## config.mk

```make
export PLATFORM = sky130hd
export DESIGN_NAME = shift_sequencer_flat
export DESIGN_NICKNAME = d
export VERILOG_FILES = /design/src/rtl/shift_sequencer_if.sv /design/src/rtl/shift_sequencer.sv /design/src/flat_wrapper.sv
export SDC_FILE = /design/constraint.sdc
export NUM_CORES = 1
export LEC_CHECK = 0
export CELL_PAD_IN_SITES_DETAIL_PLACEMENT = 1
export CELL_PAD_IN_SITES_GLOBAL_PLACEMENT = 1
export CORE_ASPECT_RATIO = 0.7
export CORE_MARGIN = 2
export CORE_UTILIZATION = 32
export CTS_CLUSTER_DIAMETER = 30
export CTS_CLUSTER_SIZE = 8
export DETAILED_ROUTE_END_ITERATION = 10
export PLACE_DENSITY_LB_ADDON = 0.1
export REMOVE_ABC_BUFFERS = 1
export SYNTH_ARGS = -nofsm -noshare
export SYNTH_HDL_FRONTEND = slang
export SYNTH_SLANG_ARGS = --single-unit
```

## constraint.sdc

```tcl
create_clock -name clk -period 1.92 [get_ports clk]
set_input_delay 0.384 -clock clk [delete_from_list [all_inputs] [get_ports clk]]
set_output_delay 0.384 -clock clk [all_outputs]
set_load 0.02 [all_outputs]
```

## src/rtl/shift_sequencer_if.sv

```systemverilog
// ---------------------------------------------------------------------------
// shift_sequencer_if
//
// Command/status handshake between a requester and the shift_sequencer.
// The datapath control lines (decoder/ALU selects and ALU flags) are not part
// of this bundle; they stay plain ports on the sequencer.
//
// Parameters:
//   SELECTIONDECO  register decoder select width
//   COUNTW         shift-count width
//
// Signals:
//   sStart   start request (requester -> sequencer)
//   sDir     0 = shift left, 1 = shift right
//   sSrc     source register index
//   sDst     destination register index (all-ones is illegal)
//   sCount   number of shifts
//   sBusy    sequencer busy (every state except IDLE)
//   sDone    one-cycle completion pulse
//   sErr     sticky error flag, cleared by the next accepted start
//
// Modports:
//   master   the requester side
//   slave    the sequencer side
// ---------------------------------------------------------------------------
interface shift_sequencer_if #(
  parameter int SELECTIONDECO = 3,
  parameter int COUNTW        = 4
);

  logic                     sStart;
  logic                     sDir;
  logic [SELECTIONDECO-1:0] sSrc;
  logic [SELECTIONDECO-1:0] sDst;
  logic [COUNTW-1:0]        sCount;
  logic                     sBusy;
  logic                     sDone;
  logic                     sErr;

  modport master (
    output sStart, sDir, sSrc, sDst, sCount,
    input  sBusy, sDone, sErr
  );

  modport slave (
    input  sStart, sDir, sSrc, sDst, sCount,
    output sBusy, sDone, sErr
  );

endinterface

```

## src/rtl/shift_sequencer.sv

```systemverilog
// ---------------------------------------------------------------------------
// shift_sequencer
//
// Shift-multiply controller for the register-file/ALU datapath. On an
// accepted start it reads a source register, runs it through the ALU shifter
// (left = x2, right = /2) a run-time number of times, writing each partial
// result back into the destination register, and then pulses sDone. Only
// decoder and ALU select lines are driven; the datapath itself is untouched.
//
// State sequence:  IDLE -> LOAD -> (SHIFT -> WRITE)*n -> DONE -> IDLE
//                  IDLE -> LOAD -> WRITE -> DONE           (n = 0, copy)
//                  IDLE -> DONE                            (illegal dst)
//
// Ports:
//   clk        rising-edge clock
//   highRst    synchronous active-high reset
//   cmd        shift_sequencer_if.slave: sStart/sDir/sSrc/sDst/sCount in,
//              sBusy/sDone/sErr out
//   sCarry     ALU carry flag for the current ALU op
//   sOverflow  ALU overflow flag for the current ALU op
//   sSelDecoA  register read select A
//   sSelDecoB  register read select B (always 0)
//   sSelDecoC  register write select (all-ones = no write)
//   sSelAlu    ALU operation code
//
// Build option:
//   SHIFT_SEQ_OVF_ABORT_EN  when defined, a left-shift carry/overflow still
//   completes that iteration's WRITE and then finishes early (destination
//   keeps the partial result). When undefined, all iterations run and only
//   sErr records the event.
// ---------------------------------------------------------------------------
module shift_sequencer #(
  parameter int                      SELECTIONALU  = 3,
  parameter int                      SELECTIONDECO = 3,
  parameter int                      COUNTW        = 4,
  parameter logic [SELECTIONALU-1:0] ALU_PASS      = 3'b000,
  parameter logic [SELECTIONALU-1:0] ALU_SHL       = 3'b100,
  parameter logic [SELECTIONALU-1:0] ALU_SHR       = 3'b101
) (
  input  logic                     clk,
  input  logic                     highRst,
  shift_sequencer_if.slave         cmd,
  input  logic                     sCarry,
  input  logic                     sOverflow,
  output logic [SELECTIONDECO-1:0] sSelDecoA,
  output logic [SELECTIONDECO-1:0] sSelDecoB,
  output logic [SELECTIONDECO-1:0] sSelDecoC,
  output logic [SELECTIONALU-1:0]  sSelAlu
);

  // All-ones write select means "no register is written".
  localparam logic [SELECTIONDECO-1:0] DECO_NONE = '1;
  localparam logic [COUNTW-1:0]        CNT_ONE   = COUNTW'(1);

  typedef enum logic [2:0] {
    ST_IDLE  = 3'd0,
    ST_LOAD  = 3'd1,
    ST_SHIFT = 3'd2,
    ST_WRITE = 3'd3,
    ST_DONE  = 3'd4
  } state_t;

  state_t                   state_q, state_d;
  logic [SELECTIONDECO-1:0] src_q, src_d;
  logic [SELECTIONDECO-1:0] dst_q, dst_d;
  logic                     dir_q, dir_d;
  logic [COUNTW-1:0]        cnt_q, cnt_d;
  logic                     first_q, first_d;
  logic                     err_q, err_d;
`ifdef SHIFT_SEQ_OVF_ABORT_EN
  // Set when the current iteration's shift raised an error; forces the
  // following WRITE to exit straight to DONE.
  logic                     abort_q, abort_d;
`endif

  // Combinational output values before they reach the ports.
  logic [SELECTIONDECO-1:0] sel_a;
  logic [SELECTIONDECO-1:0] sel_c;
  logic [SELECTIONALU-1:0]  sel_alu;
  logic                     busy;
  logic                     done;

  // The first shift reads the source; every later one re-reads the
  // destination, which holds the previous partial result.
  logic [SELECTIONDECO-1:0] shift_a;
  logic [SELECTIONALU-1:0]  shift_alu;
  logic                     copy_op;
  logic                     shift_err;
  logic                     more_shifts;

  assign shift_a   = first_q ? src_q : dst_q;
  assign shift_alu = dir_q ? ALU_SHR : ALU_SHL;
  // A zero count is a plain copy; in WRITE a shift job always has cnt_q >= 1
  // because the decrement only happens on leaving WRITE.
  assign copy_op   = (cnt_q == '0);
  // Only left shifts can lose bits, so flags are ignored on right shifts.
  assign shift_err = ~dir_q & (sCarry | sOverflow);
  // Remaining count after this WRITE's decrement is still non-zero.
  assign more_shifts = (cnt_q > CNT_ONE);

  // -------------------------------------------------------------------------
  // State and datapath-control registers
  // -------------------------------------------------------------------------
  always_ff @(posedge clk) begin
    if (highRst) begin
      state_q <= ST_IDLE;
      src_q   <= '0;
      dst_q   <= '0;
      dir_q   <= 1'b0;
      cnt_q   <= '0;
      first_q <= 1'b0;
      err_q   <= 1'b0;
`ifdef SHIFT_SEQ_OVF_ABORT_EN
      abort_q <= 1'b0;
`endif
    end else begin
      state_q <= state_d;
      src_q   <= src_d;
      dst_q   <= dst_d;
      dir_q   <= dir_d;
      cnt_q   <= cnt_d;
      first_q <= first_d;
      err_q   <= err_d;
`ifdef SHIFT_SEQ_OVF_ABORT_EN
      abort_q <= abort_d;
`endif
    end
  end

  // -------------------------------------------------------------------------
  // Next-state logic and Moore outputs
  // -------------------------------------------------------------------------
  always_comb begin
    state_d = state_q;
    src_d   = src_q;
    dst_d   = dst_q;
    dir_d   = dir_q;
    cnt_d   = cnt_q;
    first_d = first_q;
    err_d   = err_q;
`ifdef SHIFT_SEQ_OVF_ABORT_EN
    abort_d = abort_q;
`endif

    sel_a   = '0;
    sel_c   = DECO_NONE;
    sel_alu = ALU_PASS;
    busy    = 1'b1;
    done    = 1'b0;

    unique case (state_q)
      ST_IDLE: begin
        busy = 1'b0;
        if (cmd.sStart) begin
          src_d   = cmd.sSrc;
          dst_d   = cmd.sDst;
          dir_d   = cmd.sDir;
          cnt_d   = cmd.sCount;
          first_d = 1'b1;
          err_d   = 1'b0;
`ifdef SHIFT_SEQ_OVF_ABORT_EN
          abort_d = 1'b0;
`endif
          // An all-ones destination would collide with "no write": refuse
          // the job and report it without touching the register file.
          if (cmd.sDst == DECO_NONE) begin
            err_d   = 1'b1;
            state_d = ST_DONE;
          end else begin
            state_d = ST_LOAD;
          end
        end
      end

      ST_LOAD: begin
        sel_a   = src_q;
        state_d = copy_op ? ST_WRITE : ST_SHIFT;
      end

      ST_SHIFT: begin
        sel_a   = shift_a;
        sel_alu = shift_alu;
        // Flags belong to the ALU op presented in this cycle, so they are
        // captured on the SHIFT -> WRITE edge.
        if (shift_err) begin
          err_d = 1'b1;
`ifdef SHIFT_SEQ_OVF_ABORT_EN
          abort_d = 1'b1;
`endif
        end
        state_d = ST_WRITE;
      end

      ST_WRITE: begin
        // Keep A/ALU identical to the previous cycle so the written value is
        // the result the ALU has been computing.
        if (copy_op) begin
          sel_a   = src_q;
          sel_alu = ALU_PASS;
        end else begin
          sel_a   = shift_a;
          sel_alu = shift_alu;
          cnt_d   = cnt_q - CNT_ONE;
        end
        sel_c   = dst_q;
        first_d = 1'b0;
`ifdef SHIFT_SEQ_OVF_ABORT_EN
        if (more_shifts && !abort_q) begin
          state_d = ST_SHIFT;
        end else begin
          state_d = ST_DONE;
        end
`else
        if (more_shifts) begin
          state_d = ST_SHIFT;
        end else begin
          state_d = ST_DONE;
        end
`endif
      end

      ST_DONE: begin
        done    = 1'b1;
        state_d = ST_IDLE;
      end

      default: begin
        state_d = ST_IDLE;
      end
    endcase
  end

  assign sSelDecoA = sel_a;
  assign sSelDecoB = '0;
  assign sSelDecoC = sel_c;
  assign sSelAlu   = sel_alu;

  assign cmd.sBusy = busy;
  assign cmd.sDone = done;
  assign cmd.sErr  = err_q;

endmodule

```

## src/flat_wrapper.sv

```systemverilog
// flat-port wrapper written by rule: the top's interface ports become plain ports
module shift_sequencer_flat 
#(
  parameter int                      SELECTIONALU  = 3,
  parameter int                      SELECTIONDECO = 3,
  parameter int                      COUNTW        = 4,
  parameter logic [SELECTIONALU-1:0] ALU_PASS      = 3'b000,
  parameter logic [SELECTIONALU-1:0] ALU_SHL       = 3'b100,
  parameter logic [SELECTIONALU-1:0] ALU_SHR       = 3'b101
)
  (clk, highRst, sCarry, sOverflow, sSelDecoA, sSelDecoB, sSelDecoC, sSelAlu, cmd_sStart, cmd_sDir, cmd_sSrc, cmd_sDst, cmd_sCount, cmd_sBusy, cmd_sDone, cmd_sErr);
  shift_sequencer_if #(.SELECTIONDECO(SELECTIONDECO), .COUNTW(COUNTW)) cmd_i ();
  input  logic clk;
  input  logic highRst;
  input  logic sCarry;
  input  logic sOverflow;
  output logic [SELECTIONDECO-1:0] sSelDecoA;
  output logic [SELECTIONDECO-1:0] sSelDecoB;
  output logic [SELECTIONDECO-1:0] sSelDecoC;
  output logic [SELECTIONALU-1:0] sSelAlu;
  input wire logic [$bits(cmd_i.sStart)-1:0] cmd_sStart;
  input wire logic [$bits(cmd_i.sDir)-1:0] cmd_sDir;
  input wire logic [$bits(cmd_i.sSrc)-1:0] cmd_sSrc;
  input wire logic [$bits(cmd_i.sDst)-1:0] cmd_sDst;
  input wire logic [$bits(cmd_i.sCount)-1:0] cmd_sCount;
  output wire logic [$bits(cmd_i.sBusy)-1:0] cmd_sBusy;
  output wire logic [$bits(cmd_i.sDone)-1:0] cmd_sDone;
  output wire logic [$bits(cmd_i.sErr)-1:0] cmd_sErr;
  assign cmd_i.sStart = cmd_sStart;
  assign cmd_i.sDir = cmd_sDir;
  assign cmd_i.sSrc = cmd_sSrc;
  assign cmd_i.sDst = cmd_sDst;
  assign cmd_i.sCount = cmd_sCount;
  assign cmd_sBusy = cmd_i.sBusy;
  assign cmd_sDone = cmd_i.sDone;
  assign cmd_sErr = cmd_i.sErr;
  shift_sequencer #(.SELECTIONALU(SELECTIONALU), .SELECTIONDECO(SELECTIONDECO), .COUNTW(COUNTW), .ALU_PASS(ALU_PASS), .ALU_SHL(ALU_SHL), .ALU_SHR(ALU_SHR)) u_core (.clk(clk), .highRst(highRst), .cmd(cmd_i), .sCarry(sCarry), .sOverflow(sOverflow), .sSelDecoA(sSelDecoA), .sSelDecoB(sSelDecoB), .sSelDecoC(sSelDecoC), .sSelAlu(sSelAlu));
endmodule
```

# Word-level counts from Yosys, hierarchy flattened
# Index checks and enable logic that the tools add are counted.
[word_totals]
out_inout_bits = 15
reg_bits = 16
elab_cells = 51
[classes]
n_reduce_logical = 8
n_lt_le_gt_ge = 1
eq_ne = 8
bitwise_logic = 3
n_mux = 23
n_addsub = 1
[ops]
columns = ["cell", "count"]
rows = [
  ["$mux 3", 7],
  ["$pmux 3 s4", 1],
  ["$pmux 3 s3", 1],
  ["$mux 1", 8],
  ["$mux 4", 2],
  ["$pmux 4 s2", 1],
  ["$eq 3x2->1 const B", 2],
  ["$eq 3x3->1 const B", 2],
  ["$pmux 3 s2", 1],
  ["$reduce_and 3->1", 2],
  ["$gt 4x1->1 const B", 1],
  ["$logic_not 4->1", 1],
  ["$ne 2x2->1 const B", 2],
  ["$pmux 1 s2", 2],
  ["$reduce_and 2->1", 2],
  ["$reduce_bool 2->1", 2],
  ["$sub 4x1->4 const B", 1],
  ["$eq 3x1->1 const B", 1],
  ["$logic_not 3->1", 1],
  ["$ne 2x1->1 const B", 1],
  ["$and 1x1->1", 1],
  ["$not 1->1", 1],
  ["$or 1x1->1", 1],
]

# Longest topological paths before layout
# Gate-level depths: netlist of run 1.
[depth]
ltp_word = 4
ltp_mapped = 5

# Least setup slack after synthesis of run 1
# No wires, ideal clock.
[synth_timing]
path_kind = "reg2out"
startpoint = "register u_core.cnt_q[0]"
endpoint = "output sSelAlu[0]"
path_buffers = 0
t_arrival_ns = 1.480
setup_slack_ns = 0.056
path_stages_with_launch = 6
cell_sequence = "dfxtp_1 inv_1 ha_1 nand4bb_1 nand2_1 nor3b_1"
[synth_via]
elab_chain_len = 3
[synth_lines]
columns = ["element", "line_no", "text"]
rows = [
  ["start: declaration", "shift_sequencer.sv:67", "logic [COUNTW-1:0] cnt_q, cnt_d;"],
  ["start signal: assignment", "shift_sequencer.sv:121", "cnt_q <= cnt_d;"],
  ["$logic_not 4->1", "shift_sequencer.sv:95", "assign copy_op = (cnt_q == '0);"],
  ["$mux 3", "shift_sequencer.sv:197", "if (copy_op) begin"],
  ["$pmux 3 s2", "shift_sequencer.sv:151", "unique case (state_q)"],
  ["end: declaration", "flat_wrapper.sv:20", "output logic [SELECTIONALU-1:0] sSelAlu;"],
]
# No other way between the ends.

# Worst setup path in the final report of run 1
[layout_timing]
startpoint = "register u_core.cnt_q[0]"
endpoint = "output sSelDecoA[0]"
[layout_via]
elab_chain_len = 3
[layout_lines]
columns = ["element", "line_no", "text"]
rows = [
  ["$logic_not 4->1", "shift_sequencer.sv:95", ""],
  ["$mux 3", "shift_sequencer.sv:197", ""],
  ["$pmux 3 s3", "shift_sequencer.sv:151", ""],
  ["end: declaration", "flat_wrapper.sv:17", "output logic [SELECTIONDECO-1:0] sSelDecoA;"],
]
# No other way between the ends.

==> flow_metrics.tcl, run 1 <==
set metrics [dict create \
    synth_seq_cells 16 \
    fin_crit_sh_pct 101 \
    rr_endpoint "u_core.state_q[0]" \
    finalSetupViolations 2 \
    grtUsageTotal_pct 20.4 \
    fp.coreArea_um2 2820 \
    slew_viol_final 0 \
    max_freq_mhz 515 \
    first_global_vias 1088 \
    final_area_um2 1520 \
    holdCritPathClass "register to register" \
    rr_startpoint "u_core.cnt_q[1]" \
    worstPathRequired_ns 1.54 \
    async_flop_share_pct 0 \
    cts_hold_buf 0 \
    dr.pass1.iters 4 \
    grt-ovfl-total 0 \
    htree_levels 1 \
    endpoint "sSelDecoA[0]" \
    holdPathStages 2 \
    cp-startpoint "u_core.cnt_q[0]" \
    r2r_cells 6 \
    avgRoutedWirePerCell_um 17.0 \
    seq_area_frac_synth_pct 33.5 \
    area_growth_pct 58.6 \
    critPathKind "register to primary output" \
    rrSetupSlack_ns 0.34 \
    clkTransAtPathRegs_ns 0.07 \
    setup_slack_ns -0.0214 \
    wl_um 3430 \
    grt.busiest_layer "met2" \
    grt_max_degree 12 \
    dp_slack_ns -0.313 \
    clk_latency_ns 0.26 \
    arrival_ns 1.56 \
    drc 0 \
    die_area_um2 3450 \
    io_pins 31 \
    min_period_ns 1.94 \
    nFillCells 343 \
    dp_hpwl_um 2390 \
    syn_area_um2 957 \
    clk_path_buf_depth 2 \
    drive_gt1_share_pct 35.8 \
    antenna_found_initial 0 \
    cts_num_sinks 16 \
    n_antenna_cell 0 \
    cp_cell_sequence "inv_2 > ha_4 > and4bb_4 > o311ai_4 > a21oi_2 > buf_4" \
    cts_buffers 3 \
    critical_path.max_stage_delay_ns 0.34 \
    met2_usage_pct 36.5 \
    clockRootBuffer "clkbuf_8" \
    synthCells 115 \
    rsz0062_at_grt "yes" \
    ir_drop_mv 0.409 \
    run_status "finished, violations left" \
    fin_skew_ns 0.000393 \
    setup_tns_ns -0.0257 \
    yosys_warnings 0 \
    slowest_stage "dfxtp_2" \
    cp-start-kind "register" \
    end_kind "primary output" \
    place_inst 194 \
    fin_util_pct 53.8 \
    initialDrtViolationCount 30 \
    yosys_most_used_dff "dfxtp_1" \
    use_met3_pct 4.91 \
    grt_pass1_wl_um 5480 \
    stdcell_count 201 \
    leakage_nw 0.597 \
    cap_viol_max_count 0 \
    die_w_um 69.4 \
    ys_types 38 \
    cts_tree "yes" \
    cp_max_fo 4 \
    viasPerCell 5.17 \
    hold_violations 0 \
    synth_edf_count 0 \
    use_met1_pct 26.2 \
    power_density_nw_per_um2 824 \
    place_area_um2 1390 \
    ant_nets 0 \
    whs_ns 0.483 \
    gp_congestion 0.786 \
    nets 184 \
    avgSynthCellArea_um2 8.32 \
    initial_utilization_pct 33.9 \
    vias 1039 \
    num_rows 16 \
    violations "setup timing" \
    power_mw 1.25 \
    die_h_um 49.8 \
    portBuffers 26 \
]
[final cells by class]
class                           count  area [um2]  area share [%]
Multi-Input combinational cell     85         626            41.2
Timing Repair Buffer               54         442            29.1
Sequential cell                    16         328            21.6
Clock buffer                        4        55.1            3.63
Tap cell                           36        45.0            2.97
Inverter                            6        22.5            1.48
[synth_stat cells, types with 3 or more instances]
| library cell | n | area, um2 |
|---|---|---|
| nand2_1 | 17 | 63.8 |
| dfxtp_1 | 16 | 320 |
| a21oi_1 | 14 | 70.1 |
| nor2_1 | 10 | 37.5 |
| inv_1 | 6 | 22.5 |
| buf_4 | 5 | 37.5 |
| buf_2 | 3 | 15.0 |
| nand4b_1 | 3 | 26.3 |
| o311ai_0 | 3 | 26.3 |
| or2b_1 | 3 | 22.5 |
[sequential cells by signal, indices dropped and copies added (netlist names)]
signal,cells
u_core.cnt_q,4
u_core.dst_q,3
u_core.src_q,3
u_core.state_q,3
u_core.cmd.sErr,1
u_core.dir_q,1
u_core.first_q,1
[what timing repair did]
| action | in CTS | in global routing |
|---|---|---|
| buffers inserted | 1 | 2 |
| pin swaps | 2 | 1 |
| setup endpoints to repair | 10 | 9 |
| endpoints found under the hold margin | 0 | 0 |
| resized for setup | 46 | 10 |
[power breakdown]
part           switching (mW)  internal, mW  total (mW)  leakage [nW]
Sequential             0.0468         0.374       0.421         0.133
Combinational           0.254         0.258       0.512         0.435
Clock                   0.135         0.183       0.317        0.0288
Total                   0.436         0.814        1.25         0.597
[logic make-up after synthesis]
group	count (synthesis)	share of synthesized area (%)
and+or+nand+nor	47	30.3
AOI/OAI and AO/OA	32	23.4
buffers and inverters	17	9.80
DFF	16	33.5
adders and majority gates	2	2.61
other	1	0.392
[per-layer routing]
metal,wire length (um),vias to the layer above
met1,1520,497
met2,1750,25
met4,15,0
met5,0,-
met3,144,3
li1,-,514
[how the worst min path moves through the flow]
stage	startpoint	end	slack (ns)
final	u_core.src_q[2]	u_core.src_q[2]	0.48
after global routing	u_core.dst_q[1]	u_core.dst_q[1]	0.51
after CTS	u_core.src_q[2]	u_core.src_q[2]	0.48
after detailed placement	u_core.src_q[0]	u_core.src_q[0]	0.47
after global placement	u_core.src_q[2]	u_core.src_q[2]	0.45
after floorplan	u_core.src_q[0]	u_core.src_q[0]	0.43
[placed cells by master (no fill, tap or decap), types with 2 or more instances in the layout]
master	netlist	final
dlygate4sd2_1	0	2
buf_2	3	3
o311ai_2	0	2
a221oi_1	2	2
inv_1	6	4
inv_2	0	2
dfxtp_2	0	3
nor4_1	2	2
buf_4	5	31
o21ai_0	2	2
or2b_1	3	3
a211oi_1	2	2
dfxtp_1	16	12
a32oi_1	2	2
clkdlybuf4s50_1	0	16
nor2_1	10	10
a21oi_1	14	12
a21oi_2	0	2
clkbuf_8	0	4
nand2_1	17	17
conb_1	1	4
nand4b_1	3	3
[critical path, delay by kind of cell (launching register included)]
family | cells | cell delay, ns
buf+inv | 2 | 0.21
simple gates | 1 | 0.22
fa+ha+maj | 1 | 0.17
compound gates | 2 | 0.36
flops | 1 | 0.34
No activity file was read; power rests on OpenSTA's default activity.
==> run 2, diff against run 1 <==
--- a/config.mk
+++ b/config.mk
@@ -5,6 +5,7 @@
 export SDC_FILE = /design/constraint.sdc
 export NUM_CORES = 1
 export LEC_CHECK = 0
+export CAP_MARGIN = 10
 export CELL_PAD_IN_SITES_DETAIL_PLACEMENT = 1
 export CELL_PAD_IN_SITES_GLOBAL_PLACEMENT = 1
 export CORE_ASPECT_RATIO = 0.7
==> results of run 2 <==
The final DEF is identical to that of run 1; final timing and power are the same.
